<file path="src/rtl/znc_chain_adder.sv">
// Chained multi-word adder/subtractor with ready/valid handshake on both sides.
// Processes one 16-bit word pair per accepted beat, least significant word first.
module znc_chain_adder #(
  parameter int MAX_WORDS = 8
) (
  input  logic        clk,
  input  logic        reset,
  input  logic        in_valid,
  output logic        in_ready,
  input  logic [15:0] a_in,
  input  logic [15:0] b_in,
  input  logic        sub,
  input  logic        first,
  input  logic        last,
  output logic        out_valid,
  input  logic        out_ready,
  output logic [15:0] sum_out,
  output logic        out_last,
  output logic        flag_z,
  output logic        flag_n,
  output logic        flag_c,
  output logic        flag_v,
  output logic        flags_valid,
  output logic        err
);

  localparam int CW = $clog2(MAX_WORDS + 1);

  typedef enum logic {IDLE, CHAIN} state_t;

  state_t          state;
  logic            carry_r;
  logic            sub_r;
  logic            zero_r;
  logic [CW-1:0]   count_r;

  logic            accept;
  logic            is_first;
  logic            sub_eff;
  logic            cin;
  logic [15:0]     b_eff;
  logic [15:0]     sum;
  logic            carry_out;
  logic [CW-1:0]   count;
  logic            force_last;
  logic            eff_last;
  logic            zero_new;
  logic            proto_err;

  assign in_ready = !out_valid || out_ready;
  assign accept   = in_valid && in_ready;

  // A word that starts a chain (explicitly, or implicitly from IDLE) drops any stale carry/accumulator state.
  always_comb begin
    is_first   = (state == IDLE) || first;
    sub_eff    = is_first ? sub : sub_r;
    cin        = is_first ? sub : carry_r;
    b_eff      = sub_eff ? ~b_in : b_in;
    sum        = a_in + b_eff + {15'd0, cin};
    carry_out  = (a_in[15] & b_eff[15]) | ((a_in[15] | b_eff[15]) & ~sum[15]);
    count      = is_first ? '0 : count_r;
    force_last = (count == CW'(MAX_WORDS - 1)) && !last;
    eff_last   = last || force_last;
    zero_new   = (is_first ? 1'b1 : zero_r) & (sum == 16'd0);
    proto_err  = ((state == CHAIN) && first) || ((state == IDLE) && !first) || force_last;
  end

  always_ff @(posedge clk) begin
    if (reset) begin
      state       <= IDLE;
      carry_r     <= 1'b0;
      sub_r       <= 1'b0;
      zero_r      <= 1'b0;
      count_r     <= '0;
      out_valid   <= 1'b0;
      sum_out     <= 16'd0;
      out_last    <= 1'b0;
      flag_z      <= 1'b0;
      flag_n      <= 1'b0;
      flag_c      <= 1'b0;
      flag_v      <= 1'b0;
      flags_valid <= 1'b0;
      err         <= 1'b0;
    end else begin
      err <= 1'b0;
      if (accept) begin
        out_valid <= 1'b1;
        sum_out   <= sum;
        out_last  <= eff_last;
        carry_r   <= carry_out;
        sub_r     <= sub_eff;
        zero_r    <= zero_new;
        err       <= proto_err;
        if (eff_last) begin
          state       <= IDLE;
          count_r     <= '0;
          flag_z      <= zero_new;
          flag_n      <= sum[15];
          flag_c      <= carry_out;
          flag_v      <= (a_in[15] == b_eff[15]) && (sum[15] != a_in[15]);
          flags_valid <= 1'b1;
        end else begin
          state   <= CHAIN;
          count_r <= count + CW'(1);
          if (is_first) flags_valid <= 1'b0;
        end
      end else if (out_ready) begin
        out_valid <= 1'b0;
      end
    end
  end

endmodule

</file>
<file path="config.mk">
export PLATFORM = sky130hd
export DESIGN_NAME = znc_chain_adder
export DESIGN_NICKNAME = d
export VERILOG_FILES = /design/src/rtl/znc_chain_adder.sv
export SDC_FILE = /design/constraint.sdc
export NUM_CORES = 1
export LEC_CHECK = 0
export CAP_MARGIN = 20
export CORE_ASPECT_RATIO = 1.5
export CORE_UTILIZATION = 45
export CTS_BUF_LIST = sky130_fd_sc_hd__clkbuf_8
export CTS_CLUSTER_SIZE = 25
export DETAILED_ROUTE_END_ITERATION = 10
export PLACE_DENSITY = 0.77
export SLEW_MARGIN = 30
export SYNTH_ARGS = -nofsm -noshare
export SYNTH_HDL_FRONTEND = slang
export SYNTH_SLANG_ARGS = --single-unit
</file>
<file path="constraint.sdc">
create_clock -name clk -period 13.8 [get_ports clk]
set_input_delay 2.76 -clock clk [delete_from_list [all_inputs] [get_ports clk]]
set_output_delay 2.76 -clock clk [all_outputs]
set_load 0.005 [all_outputs]
</file>
; Word level (Yosys, flattened, before mapping)
; Cells that the tools add are included.
[word_totals]
rom_bits = 0
memories = 0
reg_bits = 32
output_inout_bits = 25
in_bits = 39
elab_cells = 59
latch_bits = 0
ram_bits = 0
[classes]
n_addsub = 3
mux = 11
n_bitwise = 9
n_mul = 0
n_div = 0
reduce_logical = 19
magnitude_cmp = 0
n_eq_ne = 3
shift = 0
[op_table]
columns = cell, count
row1 = adder 16 x 1 -> 16 bit, 1
row2 = adder 16 bit, 1
row3 = logical NOT 16 bit, 1
row4 = two-way mux 16 bit, 1
row5 = NOT 16 bit, 1
row6 = two-way mux 1 bit, 8
row7 = two-way mux 4 bit, 2
row8 = logical AND 1 bit, 5
row9 = logical OR 1 bit, 5
row10 = adder 4 x 1 -> 4 bit (second input constant), 1
row11 = equality test 4 x 3 -> 1 bit (second input constant), 1
row12 = AND reduction 2 bit, 2
row13 = nonzero test 2 bit, 2
row14 = bitwise AND 1 bit, 3
row15 = logical NOT 1 bit, 3
row16 = NOT 1 bit, 3
row17 = OR 1 bit, 2
row18 = OR reduction 2 bit, 1
row19 = equality test 1 bit, 1
row20 = inequality test 1 bit, 1

; Depth between registers and ports, before layout
[depth]
word_depth = 9
mapped_depth = 21
ltp_nobuf = 19

; Least setup slack after synthesis
; Ideal clock, no wire load.
[synth_path]
path_kind = input to register
start = input port first
end = register flag_z
setup_time_ns = 0.087
path_stages = 21
arrival_time_ns = 7.801
setup_slack_ns = 5.912
n_path_buf = 2
path_cell_list = inv_1 -> ha_1 -> clkbuf_1 -> mux2i_1 -> clkbuf_1 -> xnor2_1 -> fa_1 -> a211oi_1 -> o21bai_2 -> a31oi_1 -> o31ai_1 -> nand2_1 -> nand2_1 -> a21o_1 -> fa_1 -> nor3_1 -> nand3_1 -> nor4_2 -> nand4b_1 -> or4_4 -> o31ai_1
[synth_via]
elab_chain_len = 7
word_cells_on_any_way = 14
[synth_lines]
columns = item, line_no
row1 = "start, declared", 13  ; input logic first,
row2 = logical OR 1 bit (*), 55  ; is_first = (state == IDLE) || first;
row3 = two-way mux 1 bit, 56  ; sub_eff = is_first ? sub : sub_r;
row4 = two-way mux 16 bit, 58  ; b_eff = sub_eff ? ~b_in : b_in;
row5 = adder 16 bit, 59  ; sum = a_in + b_eff + {15'd0, cin};
row6 = adder 16 x 1 -> 16 bit (*), 59
row7 = named net sum[15], 42  ; logic [15:0] sum;
row8 = logical NOT 16 bit (*), 64  ; zero_new = (is_first ? 1'b1 : zero_r) & (sum == 16'd0);
row9 = bitwise AND 1 bit (*), 64
row10 = "end signal, assigned", 97  ; flag_z <= zero_new;
row11 = "end, declared", 19  ; output logic flag_z,
; The timed path passes the listed nets; every way through them passes the cells marked *.
; A chain may end at the register's enable or synchronous reset.

; Worst setup path in the final report
; Same ends and word-level chain as after synthesis.

==> flow_summary.json <==
{
  "yosysMostFrequentCell": "nand2_1",
  "die_w_um": 58.6,
  "num_vias": 2078,
  "critPathMaxFanout": 17,
  "drt-wirelength-per-cell_um": 13.7,
  "largest_register_ffs": 16,
  "drt-total-wl_um": 5320,
  "grt_max_degree": 35,
  "power.density_mw_per_mm2": 103,
  "maxCapViolations": 0,
  "crit_path_end_kind": "flip-flop",
  "placedCellCount": 381,
  "layout.cells.non_filler": 388,
  "regMostFlops": "sum_out",
  "die_h_um": 86.9,
  "worstMarginPinSlew_ps": 831,
  "reg_top3": "sum_out: 16 flops, count_r: 4 flops",
  "first_global_vias": 1972,
  "antenna_found_initial": 0,
  "cts_sinks": 32,
  "max_freq_mhz": 127,
  "cp_data_required_time_ps": 14000,
  "slew_headroom_pct": 44.6,
  "grt-ovfl-total": 0,
  "fin_skew_ps": 5.52,
  "critPathLaunchType": "primary input",
  "synthCells": 265,
  "ir_drop_mv": 0.0422,
  "cts_made_buffers": 5,
  "hold_violations": 0,
  "worstHoldPathCells": 2,
  "synth_top_area_share_pct": 29.6,
  "rows": 30,
  "synthToLayoutAreaGrowth_pct": 34.5,
  "ant_nets": 0,
  "ys_seq_elements": 32,
  "cts-resized-gates": 0,
  "slew_viol_final": 0,
  "initial_core_util_pct": 47.3,
  "drive_gt1_share_pct": 5.86,
  "grt_use_total_pct": 22.4,
  "place_hpwl_um": 4070,
  "cts-hold-fix-buffers": 0,
  "layout_setup_ws_ps": 5930,
  "cts_tree": "done",
  "status": "finished, final reports clean",
  "setup_violations": 0,
  "nets": 383,
  "antennaDiodeCount": 0,
  "grt_pass1_wl_um": 8780,
  "clock_latency_ps": 290,
  "leakage_nw": 1.13,
  "synth_nets": 324,
  "gp_congestion": 0.878,
  "synth_flop_cell": "dfxtp_1",
  "tns_ps": 0,
  "vias_per_cell": 5.36,
  "cts_setup_buffers": 0,
  "drc": 0,
  "rsz0062_at_grt": "false",
  "coreArea_mm2": 0.00458,
  "dp_slack_ps": 5700,
  "ff2ff_path_depth": 19,
  "ys_types": 47,
  "hold_path.class": "reg -> reg",
  "htreeDepth": 2,
  "clock_path_buffers": 2,
  "drt_iter0_drc": 73,
  "crit_arrival_ps": 8070,
  "yosysSeqAreaShare_pct": 29.6,
  "io_pins": 64,
  "clockRootBuffer": "clkbuf_8",
  "yosysTopAreaCell": "dfxtp_1",
  "fin_hold_ws_ps": 453,
  "clk_pin_slew_ps": 70,
  "place.port_buffers": 63,
  "syn_area_mm2": 0.00216,
  "yosys-top-cells-area": "dfxtp_1 30%, ha_1 9.8%, xnor2_1 8.5%",
  "ys_top_cells_by_count": "35 x nand2_1, 34 x a21oi_1, 32 x dfxtp_1",
  "place_area_mm2": 0.00283,
  "fin_area_mm2": 0.00291,
  "synthArstFlopShare_pct": 0,
  "dieArea_mm2": 0.00510,
  "drtPass1Iterations": 4,
  "synth_edf_count": 0,
  "avgSynthCellArea_um2": 8.17,
  "period_minus_slack_ps": 7870,
  "critPathKind": "in -> reg",
  "yosysWarnings": 0,
  "fin_crit_sh_pct": 57.0
}
==> path summary, 6_finish.rpt <==
kind | slack, ps | end | start
worst min-delay path | 450 | sum_out[0] | sum_out[0]
worst min register to register | 450 | sum_out[0] | sum_out[0]
worst max register to register | 8520 | flag_z | state
worst max-delay path | 5930 | flag_z | first
==> kinds of logic after synthesis <==
logic type / after synthesis / share of synthesized area, %
AO/OA/AOI/OAI: 65 / 18.7
XOR/XNOR: 29 / 11.7
flip-flops: 32 / 29.6
adder cells (fa/ha/maj): 20 / 12.6
buffers and inverters: 18 / 3.76
multiplexers: 4 / 2.02
AND/OR/NAND/NOR: 97 / 21.6
==> where the power goes <==
group / leakage (nW) / internal (W) / switching (W)
Sequential: 0.263 / 0.000101 / 0.00000421
Combinational: 0.818 / 0.0000619 / 0.0000646
Clock: 0.0452 / 0.0000335 / 0.0000343
Total: 1.13 / 0.000196 / 0.000103
==> layout make-up <==
class	instances	area, µm²
clock buffer	5	68.8
sequential	32	641
tap	64	80.1
multi-input combinational	215	1450
timing repair buffer	65	646
fill	427	1670
inverter	5	18.8
clock inverter	2	8.76
==> critical path, stage by stage <==
cell and delay, ps:
clkdlybuf4s50_1 400, inv_1 60, ha_1 370, mux2i_2 250
buf_4 310, xnor2_1 130, fa_1 440, a211oi_1 410
o21bai_2 170, a31oi_1 260, o31ai_1 140, nand2_1 80
nand2_1 50, a21o_1 190, fa_1 520, nor3_1 180
nand3_1 130, nor4_2 300, nand4b_1 140, or4_4 510
o31ai_1 250
==> stage by stage <==
stage          power [W]  utilization [%]
2_1_floorplan   0.000187                -
3_3_place_gp    0.000232             61.8
3_5_place_dp    0.000233             61.8
4_1_cts         0.000299             63.5
5_1_grt         0.000317             63.6
6_report        0.000300             63.6
==> placed cells by master (no fill, tap or decap), types with 3 or more instances in the layout <==
cell	instances
a211oi_1	3
a21o_1	3
a21oi_1	34
a31oi_1	3
and2_1	3
clkbuf_8	5
clkdlybuf4s50_1	63
dfxtp_1	32
fa_1	3
ha_1	17
inv_1	6
mux2_2	3
nand2_1	34
nand2b_1	3
nand3_1	6
nand3b_1	3
nor2_1	25
nor2b_1	3
nor3_1	7
o21ai_0	5
o31ai_1	4
or3_1	3
xnor2_1	21
xor2_1	8
==> layer usage <==
metal / vias up / wire length (µm) / track usage (%)
li1: 1042 / - / -
met2: 46 / 2870 / 41.5
met1: 984 / 2210 / 24.9
met5: - / 0 / 0
met4: 0 / 84 / 8.66
met3: 6 / 155 / 3.86
Note: power is estimated with default switching activity, not from simulation.
